File: config.mk
export PLATFORM = sky130hd
export DESIGN_NAME = disp_scan_ctrl
export DESIGN_NICKNAME = d
export VERILOG_FILES = /design/src/rtl/disp_scan_ctrl.sv
export SDC_FILE = /design/constraint.sdc
export NUM_CORES = 1
export LEC_CHECK = 0
export ABC_AREA = 0
export BUFFER_PORTS_ARGS = -buffer_cell sky130_fd_sc_hd__buf_2
export CORE_UTILIZATION = 30
export CTS_CLUSTER_DIAMETER = 200
export DETAILED_ROUTE_END_ITERATION = 16
export GPL_TIMING_DRIVEN = 0
export PLACE_DENSITY = 0.53
export SLEW_MARGIN = 5
export SYNTH_ARGS = -nofsm -noshare
export SYNTH_HDL_FRONTEND = slang
export SYNTH_SLANG_ARGS = --single-unit
File: constraint.sdc
create_clock -name clk -period 51.5 [get_ports clk]
set_input_delay 7.725 -clock clk [delete_from_list [all_inputs] [get_ports clk]]
set_output_delay 7.725 -clock clk [all_outputs]
set_load 0.01 [all_outputs]
File: src/rtl/disp_scan_ctrl.sv
// Scan sequencer for a 16x16 LED matrix: double-buffered frame, per-pixel blank + dwell.
// Define DISP_SCAN_SKIP_DARK_EN to spend a single cycle on dark pixels (no blank, no dwell).
module disp_scan_ctrl #(
  parameter int unsigned DWELL = 64,
  parameter int unsigned BLANK = 4,
  parameter int unsigned CNT_W = 16
) (
  input  logic        clk,
  input  logic        rst,
  input  logic        run_i,
  input  logic        wr_en_i,
  input  logic [3:0]  wr_row_i,
  input  logic [0:15] wr_data_i,
  input  logic        swap_req_i,
  output logic        swap_ack_o,
  output logic [7:0]  addr_o,
  output logic        enable_o,
  output logic        frame_done_o,
  output logic        busy_o
);

  typedef enum logic [1:0] {StIdle, StBlank, StOn} state_e;

  localparam logic [CNT_W-1:0] BlankLast = CNT_W'(BLANK - 1);
  localparam logic [CNT_W-1:0] DwellLast = CNT_W'(DWELL - 1);

  state_e           state_q;
  logic [CNT_W-1:0] cnt_q;
  logic [7:0]       addr_q;
  logic             sel_q;
  logic             enable_q;
  logic             swap_ack_q;
  logic             frame_done_q;
  logic             busy_q;
  logic [0:15]      buf_q [2][16];

  logic [0:15] front_row;
  logic        pix_lit;
  logic        pix_end;

  // pix_end marks the final cycle spent on the current address.
  always_comb begin
    front_row = buf_q[sel_q][addr_q[7:4]];
    pix_lit   = front_row[addr_q[3:0]];
    pix_end   = 1'b0;
    case (state_q)
`ifdef DISP_SCAN_SKIP_DARK_EN
      StBlank: pix_end = !pix_lit;
`else
      StBlank: pix_end = 1'b0;
`endif
      StOn:    pix_end = (cnt_q == DwellLast);
      default: pix_end = 1'b0;
    endcase
  end

  always_ff @(posedge clk or posedge rst) begin
    if (rst) begin
      state_q      <= StIdle;
      cnt_q        <= '0;
      addr_q       <= '0;
      sel_q        <= 1'b0;
      enable_q     <= 1'b0;
      swap_ack_q   <= 1'b0;
      frame_done_q <= 1'b0;
      busy_q       <= 1'b0;
      for (int b = 0; b < 2; b++) begin
        for (int r = 0; r < 16; r++) begin
          buf_q[b][r] <= '0;
        end
      end
    end else begin
      swap_ack_q   <= 1'b0;
      frame_done_q <= 1'b0;

      // Uses the pre-swap select, so a write at the swap edge lands in the new front.
      if (wr_en_i) begin
        buf_q[~sel_q][wr_row_i] <= wr_data_i;
      end

      case (state_q)
        StIdle: begin
          addr_q   <= '0;
          enable_q <= 1'b0;
          cnt_q    <= '0;
          if (run_i) begin
            state_q <= StBlank;
            busy_q  <= 1'b1;
          end
        end
        StBlank: begin
          enable_q <= 1'b0;
          if (cnt_q == BlankLast) begin
            state_q  <= StOn;
            cnt_q    <= '0;
            enable_q <= pix_lit;
          end else begin
            cnt_q <= cnt_q + CNT_W'(1);
          end
        end
        StOn: begin
          cnt_q <= cnt_q + CNT_W'(1);
        end
        default: begin
          state_q <= StIdle;
          busy_q  <= 1'b0;
        end
      endcase

      if (pix_end) begin
        cnt_q    <= '0;
        enable_q <= 1'b0;
        if (addr_q != 8'hFF) begin
          addr_q  <= addr_q + 8'd1;
          state_q <= StBlank;
        end else begin
          addr_q       <= '0;
          frame_done_q <= 1'b1;
          if (swap_req_i) begin
            sel_q      <= ~sel_q;
            swap_ack_q <= 1'b1;
          end
          state_q <= run_i ? StBlank : StIdle;
          busy_q  <= run_i;
        end
      end
    end
  end

  assign swap_ack_o   = swap_ack_q;
  assign addr_o       = addr_q;
  assign enable_o     = enable_q;
  assign frame_done_o = frame_done_q;
  assign busy_o       = busy_q;

endmodule
### Yosys cells after proc, flatten, opt, wreduce, memory -nomap -nowiden

Cells that the tools add are included.

* bits in writable memories: 0
* bits in latches: 0
* input bits: 25
* output and inout bits: 12
* word-level logic and storage cells: 112
* flip-flop bits (word level): 543
* memories: 0
* ROM bits: 0

* magnitude comparators: 7
* bitwise operators: 7
* equality and inequality tests: 8
* add/subtract/negate cells: 2
* multipliers: 0
* shift operators: 0
* multiplexer cells: 39
* reductions and logical operators: 9
* divide/modulo/power cells: 0

Operators with widths (count)
* 2-to-1 mux 256 bit: 4
* bitwise mux 512 bit: 1
* demux 256 bit (select 1 bit): 1
* 2-to-1 mux 16 bit: 5
* binary-select mux 16 bit (select 4 bit): 1
* demux 16 bit (select 4 bit): 1
* one-hot mux 16 bit (3 select lines): 1
* 2-to-1 mux 8 bit: 3
* adder 16 x 1 -> 16 bit, second input constant: 1
* == test 16 x 2 -> 1 bit, second input constant: 1
* == test 16 x 6 -> 1 bit, second input constant: 1
* greater-or-equal comparator 5 bit, second input constant: 3
* 2-to-1 mux 1 bit: 15
* inverter 4 -> 5 bit: 3
* adder 8 x 1 -> 8 bit, second input constant: 1
* != test 8 bit, second input constant: 1
* 2-to-1 mux 2 bit: 3
* != test 3 bit, second input constant: 2
* one-hot mux 2 bit (3 select lines): 1
* AND reduction 3 bit: 2
* less-than comparator 5 x 1 -> 1 bit, second input constant: 1
* binary-select mux 1 bit (select 4 bit): 1
* greater-or-equal comparator 2 bit, second input constant: 2
* inverter 1 -> 2 bit: 2
* 12 further kinds: 15

### Depth between registers and ports, before layout

Gate-level depths: netlist (run 1).

* depth after elaboration: 13
* depth in mapped cells: 12

### Worst setup path before layout (run 1)

No wires, ideal clock.

* path kind: input to register
* start: input wr_row_i[2]
* end: register buf_q[272] in the netlist's numbering
* cell stages on the path: 5
* arrival time: 9.155 ns
* required time: 51.375 ns
* buffers on the path: 2
* path slack: 42.221 ns
* cell sequence: buf_1 nand2_1 nor2_1 buf_2 mux2_2

* word-level cells in the longest chain between the ends: 8

Ends and longest elaborated chain
* start: declaration: line 12 `input logic [3:0] wr_row_i,`
* inverter 4 -> 5 bit (*): line 78 `buf_q[~sel_q][wr_row_i] <= wr_data_i;`
* greater-or-equal comparator 5 bit (implied by the code) or less-than comparator 5 x 1 -> 1 bit (tied branches): line 78
* logical AND 1 bit (implied by the code): line 78
* 2-to-1 mux 16 bit (implied by the code): line 78
* demux 16 bit (select 4 bit) (*): line 78
* 2-to-1 mux 256 bit (implied by the code) (*): line 78
* demux 256 bit (select 1 bit) (*): line 78
* bitwise mux 512 bit (*): line 78
* end signal: indexed assignment: line 78
* end: declaration: line 35 `logic [0:15] buf_q [2][16];`

Every way passes the cells marked *; elsewhere a longest branch is shown, timed or not.
A chain may end at the register's enable or synchronous reset.

### Worst setup path after layout (run 1)

* start: input wr_row_i[2]
* end: register buf_q[275] in the netlist's numbering

The elaborated chain is that of the path after synthesis.

==> results of run 1 <==
-- flip-flops by register name, summed over array words and instances (netlist names) --
| name | count |
|---|---|
| frame_done_o | 1 |
| buf_q | 512 |
| swap_ack_o | 1 |
| state_q | 2 |
| addr_o | 8 |
| enable_o | 1 |
| busy_o | 1 |
| cnt_q | 16 |
| sel_q | 1 |
-- per-layer routing --
metal / track usage, % / up-vias
met5: 0 / -
met4: 6.03 / 0
met3: 3.72 / 153
met2: 32.6 / 511
met1: 27.2 / 8776
li1: - / 6656
-- through the flow --
| step | std cells | hold WS, ns | setup WS, ns |
|---|---|---|---|
| 2_1_floorplan | 1742 | 0.468 | 28.60 |
| 3_3_place_gp | 2911 | 0.478 | 23.00 |
| 3_5_place_dp | 2915 | 0.486 | 41.21 |
| 4_1_cts | 3022 | 0.500 | 41.86 |
| 5_1_grt | 3022 | 0.505 | 41.70 |
| 6_report | 3023 | 0.500 | 41.79 |
-- where the power goes --
part	internal [W]	leakage [nW]	switching (W)
logic	0.0000457	4.73	0.0000438
registers	0.000475	7.15	0.0000251
clock network	0.000269	1.00	0.000183
-- layout by cell type, fill, tap and decap left out, types with 7 or more instances in the layout --
| cell type | n |
|---|---|
| nand2_1 | 43 |
| and2_1 | 8 |
| nor2b_1 | 13 |
| xor2_1 | 9 |
| dfrtp_1 | 543 |
| clkbuf_8 | 13 |
| mux2i_1 | 56 |
| buf_4 | 13 |
| ha_1 | 7 |
| inv_1 | 7 |
| a22oi_1 | 27 |
| buf_2 | 81 |
| clkbuf_16 | 59 |
| bufinv_16 | 8 |
| buf_6 | 17 |
| o21ai_0 | 26 |
| a221oi_1 | 9 |
| and3_1 | 11 |
| nand3_1 | 20 |
| clkinv_2 | 10 |
| a211oi_1 | 7 |
| a21oi_1 | 15 |
| clkbuf_1 | 75 |
| nor3_1 | 9 |
| or2_2 | 7 |
| mux4_2 | 95 |
| o22ai_1 | 14 |
| mux2_2 | 527 |
| nor2_1 | 40 |
| nand2b_1 | 15 |
-- final timing paths --
kind	from	endpoint
max in group asynchronous	rst	buf_q[1]$_DFFE_PP0P_
setup reg to reg	addr_o[4]$_DFFE_PP0P_	enable_o$_DFFE_PP0P_
min in group asynchronous	rst	buf_q[170]$_DFFE_PP0P_
hold reg to reg	buf_q[185]$_DFFE_PP0P_	buf_q[185]$_DFFE_PP0P_
setup / recovery	wr_row_i[2]	buf_q[275]$_DFFE_PP0P_
hold / removal	buf_q[185]$_DFFE_PP0P_	buf_q[185]$_DFFE_PP0P_
-- cells by family after synthesis --
logic type      Yosys count
mux                     682
xor+xnor                 13
simple gates            204
compound gates          136
flops                   543
buf+inv                 157
fa+ha+maj                 7
-- cell type report --
type                            count  area, um^2  share of cell area [%]
Clock inverter                     25         357                    1.22
Multi-Input combinational cell   1042       11000                    37.6
Antenna cell                        1        2.50                 0.00857
Tap cell                         1134        1420                    4.86
Sequential cell                   543       13600                    46.5
Clock buffer                       82        1690                    5.80
Timing Repair Buffer               39         285                   0.977
Inverter                           10        45.0                   0.154
Buffer                            147         817                    2.80
==> out/qor.yml, run 1 <==
cp.buffers_inverters: 3
final_hold_viol_count: 0
numCtsBuffers: 58
synth_area_um2: 25400
synth_top_family_by_area: "multiplexers"
design_area_um2: 29200
synth_xor_area_share_pct: 0.448
floorplan.initialDensity_pct: 30.3
crit_required_ns: 52.01
ys_warn_count: 0
setup_tns_ns: 0
post_cts_resized: 0
synth_commonest_cells: "dfrtp_1, mux2_2, mux4_2"
antenna_found_initial: 2
report.final.slew_viol_count: 0
drcViolationCount: 0
die_w_um: 293
grt_overflow_total: 0
postPlaceCellArea_um2: 27100
cp_data_arrival_time_ns: 10.22
num_io_pins: 37
worstSetupPathDepth: 6
fillers: 8113
max_freq_mhz: 103
ant_nets: 0
status: "completed"
skew_ns: 0.0232
syn_inst: 1742
routed_wl_um: 85200
ys_ff_latch: 543
synth_fa_ha_area_share_pct: 0.344
start_kind: "primary input"
fin_util_pct: 34.8
synth_area_leaders: "dfrtp_1, mux2_2, mux4_2"
grt_pass1_wl_um: 124000
synthesis.nets: 1774
gp_congestion: 0.874
grt_setup_unrepaired: "no"
first_global_vias: 17000
r2r_cells: 10
drive_above_1_share_pct: 45.6
core_area_um2: 83800
slowest_stage: "nor2_1"
wl_met2_um: 40200
r2r_slack_ns: 47.63
synth_top_area_cell: "dfrtp_1"
syn_avg_cell_area_um2: 14.6
synth_flop_cell: "dfrtp_1"
clock-root-buffer: "clkbuf_16"
met1_length_um: 37600
hpwl_um: 59000
worst_pin_slew_ns: 1.34
port_buffers: 35
vdd_drop_max_v: 0.0000257
crit_path_end_kind: "flop"
top_layer: "met4"
timing.final.crit_share_pct: 18.9
ctsHoldBuffers: 0
cap_violations: 0
yosysMostFrequentCell: "dfrtp_1"
p_per_area_nw_per_um2: 35.7
cts.sinks: 543
path_cells: "buf_2, buf_1, nand2_1, nor2_1, buf_2, mux2_2"
finalPower_w: 0.00104
drt-vias-per-instance: 5.32
h-tree-depth: 2
die_area_um2: 85900
cpMostUsedCell: "buf_2"
cp_top_family: "simple AND/OR/NAND/NOR gates"
synth-edff-count: 0
cts_setup_buffers: 0
drt_pass1_iterations: 5
ys_seq_area_share_pct: 53.4
cp_max_fo: 10
min_period_ns: 9.71
rows: 106
vias: 16100
synthMuxAreaShare_pct: 34.4
max_slew_margin_pct: 10.2
post_drt_wl_per_cell_um: 28.2
yosys.area_share.simple_pct: 4.34
area_growth_pct: 14.8
slowest_delay_ns: 0.85
synth_compound_area_share_pct: 3.70
clkSlewWorstSetupHoldPaths_ns: 0.06
hold_depth: 1
critical_path_class: "in -> reg"
synthArstFlopShare_pct: 100
finalSetupViolCount: 0
dr_wl_met3_um: 4830
power_leakage_nw: 12.9
clock_tree.buffer_depth: 3
ys_types: 71
hp-class: "reg -> reg"
synth_top_cell_area_share_pct: 53.4
drt_iter0_drc: 1298
grt_usage_pct: 20.1
nets: 1873
clock_latency_ns: 0.64
die_h_um: 293
tritoncts: "yes"
grt_max_degree: 127
(Power assumes the default switching activity.)
==> inputs of run 2 (changes only) <==
clock period = 9 ns   (was 51.5 ns; I/O delays follow)
==> run 2 against run 1 <==
Net effect: global-route usage is essentially flat; non-clock buffer count rose by 11; first-iteration DRC count is 2.9% higher; wire length increased by 0.28%; final area grew 0.42%; die area unchanged; sequential share of layout area down 0.19 points; final cell count grew 0.43%; combinational power increased to 5.8 times the previous value; via count grew 0.42%; critical path type is now reg -> reg; largest cell class unchanged; worst hold slack better by 0.00096 ns; highest routed layer is now met5.
==> out/qor.yml, run 2 (synthesis gave the netlist of run 1 again) <==
status: "completed"
grt_setup_unrepaired: "no"
drcViolationCount: 0  # unchanged
finalSetupViolCount: 0  # unchanged
skew_ns: 0.0298  # +0.00655 ns
routed_wl_um: 85400  # +0.28%
vias: 16200  # +0.42%
dp_cells: 2926  # +0.38%
vdd_drop_max_v: 0.000140  # +440%
worst_pin_slew_ns: 1.41  # +0.0667 ns
critical_path_class: "reg -> reg"
clkSlewWorstSetupHoldPaths_ns: 0.06  # about the same
drt-vias-per-instance: 5.32  # about the same
postPlaceCellArea_um2: 27300  # +0.69%
layout.cells.non_filler: 3036  # +0.43%
die_w_um: 293  # unchanged
drt_pass1_iterations: 5  # unchanged
die_area_um2: 85900  # unchanged
drive_above_1_share_pct: 45.8  # +0.21 points
cts.sinks: 543  # unchanged
tritoncts: "yes"
final_hold_viol_count: 0  # unchanged
h-tree-depth: 2  # unchanged
area_growth_pct: 15.3
clock_tree.buffer_depth: 3  # unchanged
gp_congestion: 0.890  # +1.7%
hpwl_um: 59800  # +1.2%
design_area_um2: 29300  # +0.42%
clock_latency_ns: 0.64  # about the same
drt_iter0_drc: 1335  # +2.9%
power_leakage_nw: 12.9  # +0.49%
min_period_ns: 3.78
grt_pass1_wl_um: 124000  # +0.23%
crit_required_ns: 9.50  # -42.51 ns
largest_register_ff_count: 512  # unchanged
max_slew_margin_pct: 5.74  # -4.5 points
timing.final.crit_share_pct: 42.0
nets: 1884  # +0.59%
num_io_pins: 37  # unchanged
post_cts_resized: 0  # unchanged
die_h_um: 293  # unchanged
cp_max_fo: 10  # unchanged
cp_data_arrival_time_ns: 4.28  # -5.94 ns
cts_setup_buffers: 0  # unchanged
grt_max_degree: 42  # -67%
grt_usage_pct: 20.1  # +0.025 points
clock-root-buffer: "clkbuf_16"
ant_nets: 0  # unchanged
ctsHoldBuffers: 0  # unchanged
report.final.slew_viol_count: 0  # unchanged
port_buffers: 35  # unchanged
rows: 106  # unchanged
max_freq_mhz: 265
largest-register: "buf_q"
core_area_um2: 83800  # unchanged
crit_path_end_kind: "flop"
start_kind: "flop"
post_drt_wl_per_cell_um: 28.1  # -0.15%
p_per_area_nw_per_um2: 201  # +460%
hp-class: "reg -> reg"
layout_commonest_cell: "dfrtp_1"
cap_violations: 0  # unchanged
final_cell_mix: "dfrtp_1, mux2_2, mux4_2"
numCtsBuffers: 58  # unchanged
antenna_found_initial: 3  # +1
grt_overflow_total: 0  # unchanged
floorplan.initialDensity_pct: 30.3  # unchanged
setup_tns_ns: 0  # unchanged
first_global_vias: 16900  # -0.51%
[run 2: final timing paths]
kind / startpoint / endpoint / slack (ns) / cells past startpoint
setup / recovery: addr_o[4]$_DFFE_PP0P_ / enable_o$_DFFE_PP0P_ / 5.22 / 10
hold / removal: buf_q[359]$_DFFE_PP0P_ / buf_q[359]$_DFFE_PP0P_ / 0.50 / 1
setup reg to reg: addr_o[4]$_DFFE_PP0P_ / enable_o$_DFFE_PP0P_ / 5.22 / 10
hold reg to reg: buf_q[359]$_DFFE_PP0P_ / buf_q[359]$_DFFE_PP0P_ / 0.50 / 1
max in group asynchronous: rst / buf_q[19]$_DFFE_PP0P_ / 6.84 / 6
min in group asynchronous: rst / buf_q[90]$_DFFE_PP0P_ / 0.79 / 2
[run 2: critical path, cell delays in order, from the launching register on]
cell and delay [ns]:
dfrtp_1 0.36, buf_6 0.20, buf_4 0.33, buf_2 0.49, nor2b_1 0.76, a21oi_1 0.13, a311oi_1 0.57, and4_1 0.30
a211oi_1 0.08, nor3_1 0.24, a22oi_2 0.13
[run 2: per-stage QoR]
stage | worst slack (ns) | utilization, % | hold WS, ns | total power [W]
6_report | 5.22 | 35.0 | 0.501 | 0.00590
4_1_cts | 5.29 | 35.0 | 0.501 | 0.00594
2_1_floorplan | 0.264 | - | 0.468 | 0.00324
3_3_place_gp | -2.64 | 32.2 | 0.481 | 0.00337
5_1_grt | 5.19 | 35.0 | 0.508 | 0.00611
3_5_place_dp | 4.98 | 32.6 | 0.486 | 0.00342
[run 2: where the power goes]
group / internal [W] / switching, W
logic: 0.000270 / 0.000253
registers: 0.00272 / 0.000145
clock network: 0.00148 / 0.00104
[run 2: layout make-up]
type,instances,area [um^2]
Fill cell,8098,54500
Sequential cell,543,13600
Multi-Input combinational cell,1042,11000
Clock buffer,81,1650
Tap cell,1134,1420
Buffer,147,817
Timing Repair Buffer,50,475
Clock inverter,26,333
Inverter,10,41.3
Antenna cell,3,7.51
[run 2: metal layers]
layer  global-route usage, %  part of all wire [%]  vias to the layer above  routed length [um]
li1                        -                     -                     6684                   -
met1                    27.6                    44                     8845               37400
met2                    33.0                    48                      513               41000
met3                    3.00                   5.6                      119                4790
met4                    5.43                   2.5                        2                2170
met5                       0                 0.013                        -                  11
==> inputs of run 3 (changes only) <==
PLACE_DENSITY = 0.54   (was 0.53)
clock period = 3.4 ns   (was 9 ns; I/O delays follow)
==> run 3 against run 2 <==
Net effect: the run now ends with negative setup slack left; register-to-register slack lost 5.3 ns; clock power grew to 2.5 times the previous value; largest power group unchanged; largest cell class unchanged; non-clock buffer count grew 1; via count grew 0.12%; sequential share of layout area is essentially flat; die area is the same; critical endpoint unchanged; combinational power grew to 2.6 times the previous value; final area is essentially flat; sequential cell count is the same.
==> out/qor.yml, run 3 (synthesis gave the netlist of run 1 again) <==
first_global_vias: 16600  # -1.5%
critical_path_class: "reg -> reg"
max_slew_margin_pct: 4.98  # -0.76 points
report.final.slew_viol_count: 0  # unchanged
largest-register: "buf_q"
nets: 1885  # +0.053%
clock_tree.buffer_depth: 3  # unchanged
largest_register_ff_count: 512  # unchanged
worstSetupStartpoint: "addr_o[5]$_DFFE_PP0P_"
drt_pass1_iterations: 5  # unchanged
fillers: 8121  # +0.28%
holdWs_ns: 0.169  # -0.331 ns
die_area_um2: 85900  # unchanged
r2r_cells: 8  # -2
start_kind: "flop"
worst_slack_ns: -0.0490  # -5.27 ns
routed_wl_um: 84600  # -0.91%
finalPower_w: 0.0153  # +160%
grt_max_degree: 43  # +2.4%
postPlaceCellArea_um2: 27300  # unchanged
cts.sinks: 543  # unchanged
min_from: "run_i"
drcViolationCount: 0  # unchanged
h-tree-depth: 2  # unchanged
final_cell_mix: "dfrtp_1, mux2_2, mux4_2"
final_hold_viol_count: 0  # unchanged
rows: 106  # unchanged
numCtsBuffers: 58  # unchanged
area_growth_pct: 15.3  # about the same
floorplan.initialDensity_pct: 30.3  # unchanged
slowest_delay_ns: 0.91  # +0.15 ns
grt_pass1_wl_um: 123000  # -0.91%
cap_violations: 0  # unchanged
crit_path_end_kind: "flop"
skew_ns: 0.0390  # +0.00919 ns
clock_latency_ns: 0.64  # about the same
tritoncts: "yes"
cp_data_arrival_time_ns: 3.96  # -0.32 ns
num_io_pins: 37  # unchanged
drive_above_1_share_pct: 46.1  # +0.28 points
violations: "negative setup slack"
path_cells: "buf_4, buf_4, nor2_1, a22oi_1, a31oi_1, a222oi_1, o31a_2, a22oi_2"
hp-class: "in -> reg"
power_leakage_nw: 12.9  # -0.22%
clkSlewWorstSetupHoldPaths_ns: 0.06  # about the same
finalSetupViolCount: 9  # +9
gp_congestion: 0.917  # +3.1%
timing.final.crit_share_pct: 101  # +59 points
grt_overflow_total: 0  # unchanged
die_w_um: 293  # unchanged
drt-vias-per-instance: 5.34  # +0.25%
core_area_um2: 83800  # unchanged
max_freq_mhz: 290  # +9.6%
cpMostUsedCell: "buf_4"
clock-root-buffer: "clkbuf_16"
worst_pin_slew_ns: 1.42  # +0.0114 ns
vias: 16200  # +0.12%
port_buffers: 35  # unchanged
status: "complete, but fails checks"
hpwl_um: 59400  # -0.63%
slowest_stage: "nor2_1"
post_drt_wl_per_cell_um: 27.9  # -0.78%
drt_iter0_drc: 1402  # +5.0%
vdd_drop_max_v: 0.000321  # +130%
antenna_found_initial: 1  # -2
die_h_um: 293  # unchanged
cp_max_fo: 10  # unchanged
ant_nets: 0  # unchanged
r2r-start: "addr_o[5]$_DFFE_PP0P_"
layout_commonest_cell: "dfrtp_1"
grt_usage_pct: 19.9  # -0.20 points
design_area_um2: 29300  # about the same
hold_depth: 3  # +2
min_period_ns: 3.45  # -0.330 ns
crit_required_ns: 3.91  # -5.59 ns
grt_setup_unrepaired: "yes"
p_per_area_nw_per_um2: 523  # +160%
[run 3: power breakdown]
group | internal [W] | switching (W)
clock network | 0.00368 | 0.00269
registers | 0.00719 | 0.000380
logic | 0.000714 | 0.000662
total | 0.0116 | 0.00374
[run 3: worst paths after layout]
kind                                           to  slack (ns)
max in group asynchronous  buf_q[131]$_DFFE_PP0P_        0.84
max reg2reg                  enable_o$_DFFE_PP0P_       -0.05
min in group asynchronous  buf_q[236]$_DFFE_PP0P_        0.44
min reg2reg                buf_q[447]$_DFFE_PP0P_        0.50
max                          enable_o$_DFFE_PP0P_       -0.05
min                              busy_o$_DFF_PP0_        0.17
[run 3: layout make-up]
| cell class | instances | area (um^2) | area share, % |
|---|---|---|---|
| antenna | 2 | 5.00 | 0.0171 |
| buffer | 147 | 831 | 2.83 |
| clock buffer | 93 | 1800 | 6.16 |
| clock inverter | 10 | 100 | 0.342 |
| inverter | 10 | 41.3 | 0.141 |
| multi-input combinational | 1042 | 11000 | 37.7 |
| sequential | 543 | 13600 | 46.4 |
| tap | 1134 | 1420 | 4.84 |
| timing repair buffer | 51 | 485 | 1.66 |
[run 3: repair_timing]
item                                    4_1_cts  5_1_grt
endpoints found under the setup margin        9       41
buffers inserted                              0        0
gates resized for setup                      10        9
endpoints found under the hold margin        11        0
pin swaps                                     0        0
hold buffers                                  1        0
[run 3: routing by layer]
| metal | vias up | global-route usage [%] | routed length [um] |
|---|---|---|---|
| met5 | - | 0 | 0 |
| met4 | 0 | 5.44 | 2230 |
| met3 | 123 | 3.62 | 5450 |
| met2 | 582 | 32.7 | 40800 |
| met1 | 8792 | 26.9 | 36100 |
| li1 | 6685 | - | - |
[run 3: through the flow]
step	setup TNS (ns)	cells	worst slack [ns]	util, %
after detailed placement	-0.248	2926	-0.196	32.6
after global routing	-0.142	3030	-0.0275	35.0
after CTS	0	3030	0.0269	34.9
after floorplan	-2441.29	1742	-4.50	-
after global placement	-4011.51	2911	-7.46	32.2
final	-0.119	3032	-0.0490	35.0
[run 3: critical path, delay by kind of cell (launching register included)]
family / cells / cell delay, ns
AOI/OAI and AO/OA: 5 / 1.45
buffers and inverters: 2 / 0.50
DFF: 1 / 0.47
and+or+nand+nor: 1 / 0.91
